--- config.mk ---
export PLATFORM = sky130hd
export DESIGN_NAME = qif_spike_decoder_flat
export DESIGN_NICKNAME = d
export VERILOG_FILES = /design/src/rtl/qif_spike_decoder_if.sv /design/src/rtl/qif_spike_decoder.sv /design/src/flat_wrapper.sv
export SDC_FILE = /design/constraint.sdc
export NUM_CORES = 1
export LEC_CHECK = 0
export CAP_MARGIN = 25
export CORE_MARGIN = 2
export CORE_UTILIZATION = 65
export DETAILED_ROUTE_END_ITERATION = 10
export DONT_BUFFER_PORTS = 1
export PLACE_DENSITY = 0.89
export SLEW_MARGIN = 25
export SYNTH_ARGS = -nofsm -noshare
export SYNTH_HDL_FRONTEND = slang
export SYNTH_SLANG_ARGS = --single-unit
--- constraint.sdc ---
create_clock -name clk -period 5.1 [get_ports clk]
set_input_delay 1.02 -clock clk [delete_from_list [all_inputs] [get_ports clk]]
set_output_delay 1.02 -clock clk [all_outputs]
set_load 0.02 [all_outputs]
--- src/rtl/qif_spike_decoder_if.sv ---
// -----------------------------------------------------------------------------
// qif_spike_decoder_if
// Bundles the data-path signals of the spike decoder.
//   en_i         : count enable (low freezes all decoder state)
//   v_i          : 8-bit unsigned membrane potential
//   spike_o      : one-cycle pulse per detected spike
//   isi_o        : cycles between the last two spikes, saturating at 255
//   rate_o       : spikes in the last completed window, saturating at 255
//   rate_valid_o : one-cycle pulse when rate_o is updated
// slave modport faces the decoder, master modport faces the neuron/consumer.
// -----------------------------------------------------------------------------
interface qif_spike_decoder_if;
   logic       en_i;
   logic [7:0] v_i;
   logic       spike_o;
   logic [7:0] isi_o;
   logic [7:0] rate_o;
   logic       rate_valid_o;

   modport slave (
      input  en_i,
      input  v_i,
      output spike_o,
      output isi_o,
      output rate_o,
      output rate_valid_o
   );

   modport master (
      output en_i,
      output v_i,
      input  spike_o,
      input  isi_o,
      input  rate_o,
      input  rate_valid_o
   );
endinterface

--- src/rtl/qif_spike_decoder.sv ---
// -----------------------------------------------------------------------------
// qif_spike_decoder
// Turns the membrane potential of a quadratic integrate-and-fire neuron into
// spike events, an inter-spike interval and a windowed spike rate.
// Ports:
//   clk : single rising-edge clock
//   rst : asynchronous, active-high reset
//   bus : qif_spike_decoder_if.slave (en_i, v_i in; spike_o, isi_o, rate_o,
//         rate_valid_o out, all registered)
// -----------------------------------------------------------------------------
module qif_spike_decoder #(
   parameter logic [7:0]  V_PEAK     = 8'd200,
   parameter logic [7:0]  V_RESET    = 8'd64,
   parameter int          REFRAC_CYC = 4,
   parameter logic [15:0] WINDOW     = 16'd1000
) (
   input logic                  clk,
   input logic                  rst,
   qif_spike_decoder_if.slave   bus
);

   typedef enum logic [0:0] {
      ARMED      = 1'b0,
      REFRACTORY = 1'b1
   } state_t;

   localparam logic [7:0]  REFRAC_LD = 8'(REFRAC_CYC);
   localparam logic [15:0] WIN_LAST  = WINDOW - 16'd1;

   // Saturating 8-bit add of a single-bit increment.
   function automatic logic [7:0] sat_inc(input logic [7:0] a, input logic b);
      logic [8:0] s;
      s = {1'b0, a} + {8'd0, b};
      return s[8] ? 8'hFF : s[7:0];
   endfunction

   state_t      state_q;
   logic [7:0]  v_q;
   logic [7:0]  ref_q;
   logic        spike_q;
   logic [7:0]  isi_cnt_q, isi_cnt_d;
   logic [7:0]  isi_q,     isi_d;
   logic [15:0] win_q,     win_d;
   logic [7:0]  spk_cnt_q, spk_cnt_d;
   logic [7:0]  rate_q,    rate_d;
   logic        rate_valid_q, rate_valid_d;
   logic        detect_s;

   // Spike is being detected on this edge (same condition the FSM uses).
   assign detect_s = bus.en_i && (state_q == ARMED) && (v_q >= V_PEAK);

   // Input sample register; runs even while disabled so a pending spike is
   // seen as soon as en returns.
   always_ff @(posedge clk or posedge rst) begin
      if (rst) begin
         v_q <= 8'd0;
      end else begin
         v_q <= bus.v_i;
      end
   end

   // Detector FSM with refractory counter and registered spike pulse.
   always_ff @(posedge clk or posedge rst) begin
      if (rst) begin
         state_q <= ARMED;
         ref_q   <= 8'd0;
         spike_q <= 1'b0;
      end else if (!bus.en_i) begin
         spike_q <= 1'b0;
      end else begin
         case (state_q)
            ARMED: begin
               if (v_q >= V_PEAK) begin
                  state_q <= REFRACTORY;
                  ref_q   <= REFRAC_LD;
                  spike_q <= 1'b1;
               end else begin
                  spike_q <= 1'b0;
               end
            end
            REFRACTORY: begin
               spike_q <= 1'b0;
               // Re-arm needs both the hold-off elapsed and V back below reset.
               if (ref_q == 8'd0) begin
                  if (v_q < V_RESET) begin
                     state_q <= ARMED;
                  end else begin
                     state_q <= REFRACTORY;
                  end
               end else begin
                  ref_q <= ref_q - 8'd1;
               end
            end
            default: begin
               state_q <= ARMED;
               ref_q   <= 8'd0;
               spike_q <= 1'b0;
            end
         endcase
      end
   end

   // Next-state logic for the ISI, window and rate counters.
   always_comb begin
      isi_cnt_d    = isi_cnt_q;
      isi_d        = isi_q;
      win_d        = win_q;
      spk_cnt_d    = spk_cnt_q;
      rate_d       = rate_q;
      rate_valid_d = 1'b0;
      if (bus.en_i) begin
         // The detection cycle itself is counted, so isi equals the spacing
         // in cycles between consecutive spike pulses.
         if (detect_s) begin
            isi_d     = sat_inc(isi_cnt_q, 1'b1);
            isi_cnt_d = 8'd0;
         end else begin
            isi_cnt_d = sat_inc(isi_cnt_q, 1'b1);
         end
         // A spike visible in the last window cycle closes with that window.
         if (win_q == WIN_LAST) begin
            win_d        = 16'd0;
            rate_d       = sat_inc(spk_cnt_q, spike_q);
            spk_cnt_d    = 8'd0;
            rate_valid_d = 1'b1;
         end else begin
            win_d     = win_q + 16'd1;
            spk_cnt_d = sat_inc(spk_cnt_q, spike_q);
         end
      end else begin
         rate_valid_d = 1'b0;
      end
   end

   // Counter and output registers.
   always_ff @(posedge clk or posedge rst) begin
      if (rst) begin
         isi_cnt_q    <= 8'hFF;
         isi_q        <= 8'd0;
         win_q        <= 16'd0;
         spk_cnt_q    <= 8'd0;
         rate_q       <= 8'd0;
         rate_valid_q <= 1'b0;
      end else begin
         isi_cnt_q    <= isi_cnt_d;
         isi_q        <= isi_d;
         win_q        <= win_d;
         spk_cnt_q    <= spk_cnt_d;
         rate_q       <= rate_d;
         rate_valid_q <= rate_valid_d;
      end
   end

   assign bus.spike_o      = spike_q;
   assign bus.isi_o        = isi_q;
   assign bus.rate_o       = rate_q;
   assign bus.rate_valid_o = rate_valid_q;

endmodule

--- src/flat_wrapper.sv ---
// flat-port wrapper written by rule: the top's interface ports become plain ports
module qif_spike_decoder_flat 
#(
   parameter logic [7:0]  V_PEAK     = 8'd200,
   parameter logic [7:0]  V_RESET    = 8'd64,
   parameter int          REFRAC_CYC = 4,
   parameter logic [15:0] WINDOW     = 16'd1000
)
  (clk, rst, bus_en_i, bus_v_i, bus_spike_o, bus_isi_o, bus_rate_o, bus_rate_valid_o);
  qif_spike_decoder_if bus_i ();
  input logic clk;
  input logic rst;
  input wire logic [$bits(bus_i.en_i)-1:0] bus_en_i;
  input wire logic [$bits(bus_i.v_i)-1:0] bus_v_i;
  output wire logic [$bits(bus_i.spike_o)-1:0] bus_spike_o;
  output wire logic [$bits(bus_i.isi_o)-1:0] bus_isi_o;
  output wire logic [$bits(bus_i.rate_o)-1:0] bus_rate_o;
  output wire logic [$bits(bus_i.rate_valid_o)-1:0] bus_rate_valid_o;
  assign bus_i.en_i = bus_en_i;
  assign bus_i.v_i = bus_v_i;
  assign bus_spike_o = bus_i.spike_o;
  assign bus_isi_o = bus_i.isi_o;
  assign bus_rate_o = bus_i.rate_o;
  assign bus_rate_valid_o = bus_i.rate_valid_o;
  qif_spike_decoder #(.V_PEAK(V_PEAK), .V_RESET(V_RESET), .REFRAC_CYC(REFRAC_CYC), .WINDOW(WINDOW)) u_core (.clk(clk), .rst(rst), .bus(bus_i));
endmodule
==> results of run 1 <==
## state kept, by name, indices dropped and copies added (netlist names)
signal                   cells
u_core.bus.isi_o             8
u_core.bus.spike_o           1
u_core.spk_cnt_q             8
u_core.isi_cnt_q             8
u_core.state_q               1
u_core.v_q                   5
u_core.bus.rate_o            8
u_core.ref_q                 8
u_core.win_q                16
u_core.bus.rate_valid_o      1
## power by group
part	leakage [nW]	internal [mW]	switching (mW)
Clock	0.0899	0.186	0.183
Sequential	0.802	0.641	0.158
Combinational	0.564	0.146	0.154
Total	1.46	0.973	0.495
## placed cells by master, fill, tap and decap left out, types with 7 or more instances in the layout
cell,synthesis,layout
xnor2_1,16,16
and3_1,7,7
nor3_1,10,10
inv_1,11,10
nand2_1,27,27
nor2_1,25,25
a21oi_1,19,19
dfrtp_1,56,56
dfstp_2,8,8
nand3_1,11,11
clkbuf_8,0,10
nand4_1,8,8
o21ai_0,11,11
## cells in the mapped netlist (3+ instances only)
| cell | n |
|---|---|
| nand4_1 | 8 |
| clkbuf_1 | 10 |
| mux2i_1 | 6 |
| nor2_1 | 25 |
| nand2_1 | 27 |
| dfrtp_1 | 56 |
| nor3_1 | 10 |
| nor2b_1 | 3 |
| mux2_2 | 4 |
| a31o_2 | 3 |
| nand2b_1 | 3 |
| xnor2_1 | 16 |
| a2bb2oi_1 | 3 |
| a31oi_1 | 6 |
| inv_1 | 11 |
| xor2_1 | 5 |
| dfstp_2 | 8 |
| o21ai_0 | 11 |
| and3_1 | 7 |
| o31ai_1 | 5 |
| o22ai_1 | 3 |
| and4_1 | 3 |
| a21oi_1 | 19 |
| nand3_1 | 11 |
| o211ai_1 | 3 |
| ha_1 | 5 |
## routing by layer
| layer | wire length (um) | share of wire |
|---|---|---|
| met1 | 2530 | 0.44 |
| met2 | 2890 | 0.50 |
| met3 | 258 | 0.045 |
| met4 | 93 | 0.016 |
| met5 | 0 | 0 |
## worst max-delay path, cell delays in order (launching register included)
cell	delay, ps
dfrtp_1	460
ha_1	240
ha_1	280
nand3_1	220
or4b_2	700
o21ai_0	110
o31ai_1	80
## cell type report
class / count / share of cell area
Sequential cell: 64 / 0.498
Multi-Input combinational cell: 210 / 0.414
Clock buffer: 12 / 0.0448
Tap cell: 52 / 0.0201
Inverter: 11 / 0.0128
Clock inverter: 4 / 0.00618
Timing Repair Buffer: 2 / 0.00464
## worst max-delay path by stage
stage | slack, ps | cells after the start | end
final | 2880 | 6 | u_core.bus.rate_o[6]
after global routing | 2730 | 6 | u_core.bus.rate_o[6]
after CTS | 2890 | 6 | u_core.bus.rate_o[6]
after detailed placement | 2680 | 3 | u_core.bus.rate_o[0]
after global placement | 2700 | 6 | u_core.bus.isi_o[4]
after floorplan | 2500 | 1 | u_core.bus.isi_o[0]
## logic make-up after synthesis
kind of cell / Yosys count / share of synthesized area
XOR/XNOR: 21 / 0.0603
adder cells (fa/ha/maj): 5 / 0.0205
flip-flops: 64 / 0.528
AND/OR/NAND/NOR: 111 / 0.192
AO/OA/AOI/OAI: 63 / 0.132
multiplexers: 10 / 0.0344
buffers and inverters: 25 / 0.0328
## stage by stage
step                utilization  cell area, sq um
CTS                       0.729              3240
floorplan                     -              3050
global placement          0.691              3070
finish                    0.729              3240
global route              0.729              3240
detailed placement        0.691              3070
==> metrics, run 1 <==
PnR Total Power 1.47 mW; setup ws final 2880 ps; DR pass1 iterations 4; area delta synth->final 6.11%; endpoints failing hold 0; fill count 307; clk_lat worst skew 340 ps; P per Cell Area 454 nW/um^2; pre-CTS setup slack 2680 ps; ys async rst share 1.00; GRT met1 Usage 0.315; cts bufs inserted 9; post-route ant nets 0; Clock Skew 6.16 ps; via count 2256; FF-to-FF Start u_core.bus.spike_o; Register Area 1610 sq um; DP HPWL 3.63 mm; DRC viols 0; Top FF cell, synth dfrtp_1; Multi-input gate area 1340 sq um; crit-path max FO 6; vias in the first global route 2193; hold path depth 2; Mapped Avg Cell Area 10.2 sq um; status finished, final reports clean; CTS Sinks 64; area share of the largest cell type after synthesis 0.459; reg2reg setup slack 2880 ps; Worst R2R Path Depth 6; Crit Reg-Reg Endpoint u_core.bus.rate_o[6]; total gr overflow 0; crit share post-route 0.436; met2 usage 0.386; CTS tree done; initial core utilization 0.687; Setup crit start kind register; Setup CP Type register to register; share of cells above drive strength 1 0.132; Relative slew margins 0.496; Post-synth EDFFs 0; IO Pins 29; WP data arrival 2430 ps; clock slew at reported path FFs 70 ps; setup_tns 0 ps; M3 GR Usage 0.0833; All-Layer GR Usage 0.247; register area share after synthesis 0.528; pin count of the biggest net entering global routing 65; Hold Path Sink u_core.isi_cnt_q[1]; Synth area leader dfrtp_1; Static Leak 1.46 nW; Root Buffer clkbuf_8; ANT cells 0; WL per Instance 16.2 um; Die Wd 72.5 um; worst-margin pin slew 757 ps; Hold Slack 493 ps; Port Buf Inserts 0; # Post-CTS Setup Buffers 0; Mapped Area 3050 sq um; Setup-failing EPs final 0; post-route insts no fill 355; post-CTS sizing 0; crit end category register; first-pass GRT wire length 9.94 mm; die area 5260 sq um; RSZ-0062 raised after global routing no; Slew Viols, Final 0; min Tclk post-route 2220 ps; HP Start u_core.isi_cnt_q[1]; Fmax 450 MHz; Iteration-0 DRC Markers 181; final wirelength 5.77 mm; Placeable Area 4440 sq um; Hold Path Class register to register; Mapped Cells 299; vias per cell 6.35; routability cong. 0.821; synthesized flop and latch total 64; Max Cap Viol 0; maximum clock path buffer count 2; Netlist cell types 48; cts hold-fix bufs 0; grt peak-use layer met2; initial antenna violation count 0; Die Y 72.5 um; fin nets 314; row count 24; H-tree depth 3; Syn Nets 315; CP required 5310 ps; crit path from u_core.bus.spike_o; Inst Count DP 339; Yosys warning total 0; Peak VDD IR 0.288 mV; Synth area leaders dfrtp_1 (46%), dfstp_2 (6.9%), xnor2_1 (4.6%)
(Power assumes the default switching activity.)
==> run 2, diff against run 1 <==
--- a/config.mk
+++ b/config.mk
@@ -7,10 +7,10 @@
 export LEC_CHECK = 0
 export CAP_MARGIN = 25
 export CORE_MARGIN = 2
-export CORE_UTILIZATION = 65
+export CORE_UTILIZATION = 62
 export DETAILED_ROUTE_END_ITERATION = 10
 export DONT_BUFFER_PORTS = 1
-export PLACE_DENSITY = 0.89
+export PLACE_DENSITY = 0.86
 export SLEW_MARGIN = 25
 export SYNTH_ARGS = -nofsm -noshare
 export SYNTH_HDL_FRONTEND = slang
==> constraint.sdc (replaced) <==
create_clock -name clk -period 2.2 [get_ports clk]
set_input_delay 0.44 -clock clk [delete_from_list [all_inputs] [get_ports clk]]
set_output_delay 0.44 -clock clk [all_outputs]
set_load 0.02 [all_outputs]
==> run 2 against run 1 <==
Net effect: die area increased by 4.6%; power increased by 130%; combinational power increased by 140%; routed wire length increased by 0.54%; largest power group unchanged; cell area increased by 2.0%; critical endpoint unchanged; largest cell class unchanged.
==> metrics, run 2 (same netlist as run 1, synthesis figures left out) <==
status finished, final reports clean; Max Cap Viol 0; initial antenna violation count 0; most common library cell in the layout ignoring fill and taps dfrtp_1; crit path from u_core.bus.spike_o; total gr overflow 0; Iteration-0 DRC Markers 111; crit-path max FO 6; final wirelength 5.80 mm; CP required 2410 ps; clock power share 0.252; share of cells above drive strength 1 0.149; Slew Viols, Final 0; maximum clock path buffer count 2; Switch Pwr 1.15 mW; vias per cell 5.99; max reg flops 16; Die Y 74.2 um; WL per Instance 15.4 um; part of the power in registers 0.540; most frequent cells in the layout dfrtp_1 (56), nand2_1 (27), nor2_1 (25); setup_tns 0 ps; die area 5500 sq um; combinational share of power 0.208; endpoints failing hold 0; Setup crit start kind register; Peak VDD IR 0.767 mV; cts bufs inserted 9; cts hold-fix bufs 0; All-Layer GR Usage 0.238; Worst R2R Path Depth 6; Setup-failing EPs final 0; via count 2254; DR pass1 iterations 4; Relative slew margins 0.542; CTS Sinks 64; Fmax 495 MHz; crit end category register; area delta synth->final 8.20%; Setup CP Type register to register; Internal 2.27 mW; post-CTS sizing 0; RSZ-0062 raised after global routing no; pin count of the biggest net entering global routing 41; WP data arrival 2230 ps; Port Buf Inserts 0; DRC viols 0; first-pass GRT wire length 9.72 mm; IO Pins 29; clock slew at reported path FFs 70 ps; clk_lat worst skew 340 ps; CTS tree done; initial core utilization 0.646; DP HPWL 3.94 mm; worst-margin pin slew 687 ps; crit share post-route 0.918; reg2reg setup slack 180 ps; # Post-CTS Setup Buffers 0; Placeable Area 4720 sq um; fin nets 320; routability cong. 0.819; ANT cells 0; FF-to-FF Start u_core.bus.spike_o; Sw Share 0.337; Static Leak 1.49 nW; Root Buffer clkbuf_8; row count 25; vias in the first global route 2127; Die Wd 74.2 um; min Tclk post-route 2020 ps; P per Cell Area 1040 nW/um^2; Clock Skew 5.10 ps; Hold Path Class input pin to asynchronous set/reset pin; H-tree depth 3; Biggest register u_core.win_q; setup ws final 181 ps; post-route ant nets 0; pre-CTS setup slack 206 ps; Crit Reg-Reg Endpoint u_core.bus.rate_o[6]
-- run 2: cell count changes in the layout (fill, tap and decap cells not counted) --
cell   delta
buf_4     +6
-- run 2: metrics by stage --
step,instance area [sq um],power [mW],hold WS [ps],instances,utilization
finish,3300,3.42,26.8,376,0.699
global route,3300,3.62,49.8,376,0.699
CTS,3300,3.44,40.9,376,0.699
detailed placement,3140,2.57,405,360,0.664
global placement,3140,2.51,410,360,0.664
floorplan,3050,2.39,457,299,-
-- run 2: final cells by class --
cell class	count	area, sq um
flip-flops and latches	64	1610
fillers	340	1420
multi-input cells	210	1340
clock buffers	12	145
well taps	67	83.8
repair buffers	8	60.1
inverters	11	41.3
clock inverters	4	20.0
-- run 2: worst max-delay path, stage by stage (launching register included) --
cell and delay, ps:
dfrtp_1 360, ha_1 190, ha_1 270, nand3_1 190, or4b_2 680, o21ai_0 120, o31ai_1 90
-- run 2: routing by layer --
| layer | GRT usage | vias up | share of wire | routed length (um) |
|---|---|---|---|---|
| met3 | 0.0678 | 9 | 0.046 | 269 |
| met4 | 0.101 | 0 | 0.014 | 79 |
| met5 | 0 | - | 0 | 0 |
| met2 | 0.369 | 43 | 0.49 | 2840 |
| met1 | 0.316 | 1124 | 0.45 | 2610 |
| li1 | - | 1078 | - | - |
-- run 2: power groups by stage --
stage / clock (mW) / combinational [mW] / sequential [mW]
after CTS: 0.875 / 0.718 / 1.85
after global routing: 0.922 / 0.809 / 1.89
final: 0.863 / 0.711 / 1.85
after global placement: 0 / 0.669 / 1.84
after floorplan: 0 / 0.632 / 1.76
after detailed placement: 0 / 0.710 / 1.86
-- run 2: how the worst max path moves through the flow --
stage,slack [ps],cells past startpoint,end
after floorplan,180,1,u_core.bus.isi_o[0]
after global placement,260,6,u_core.bus.rate_o[6]
after detailed placement,210,6,u_core.bus.rate_o[6]
after CTS,180,6,u_core.bus.rate_o[6]
after global routing,10,6,u_core.bus.rate_o[6]
final,180,6,u_core.bus.rate_o[6]
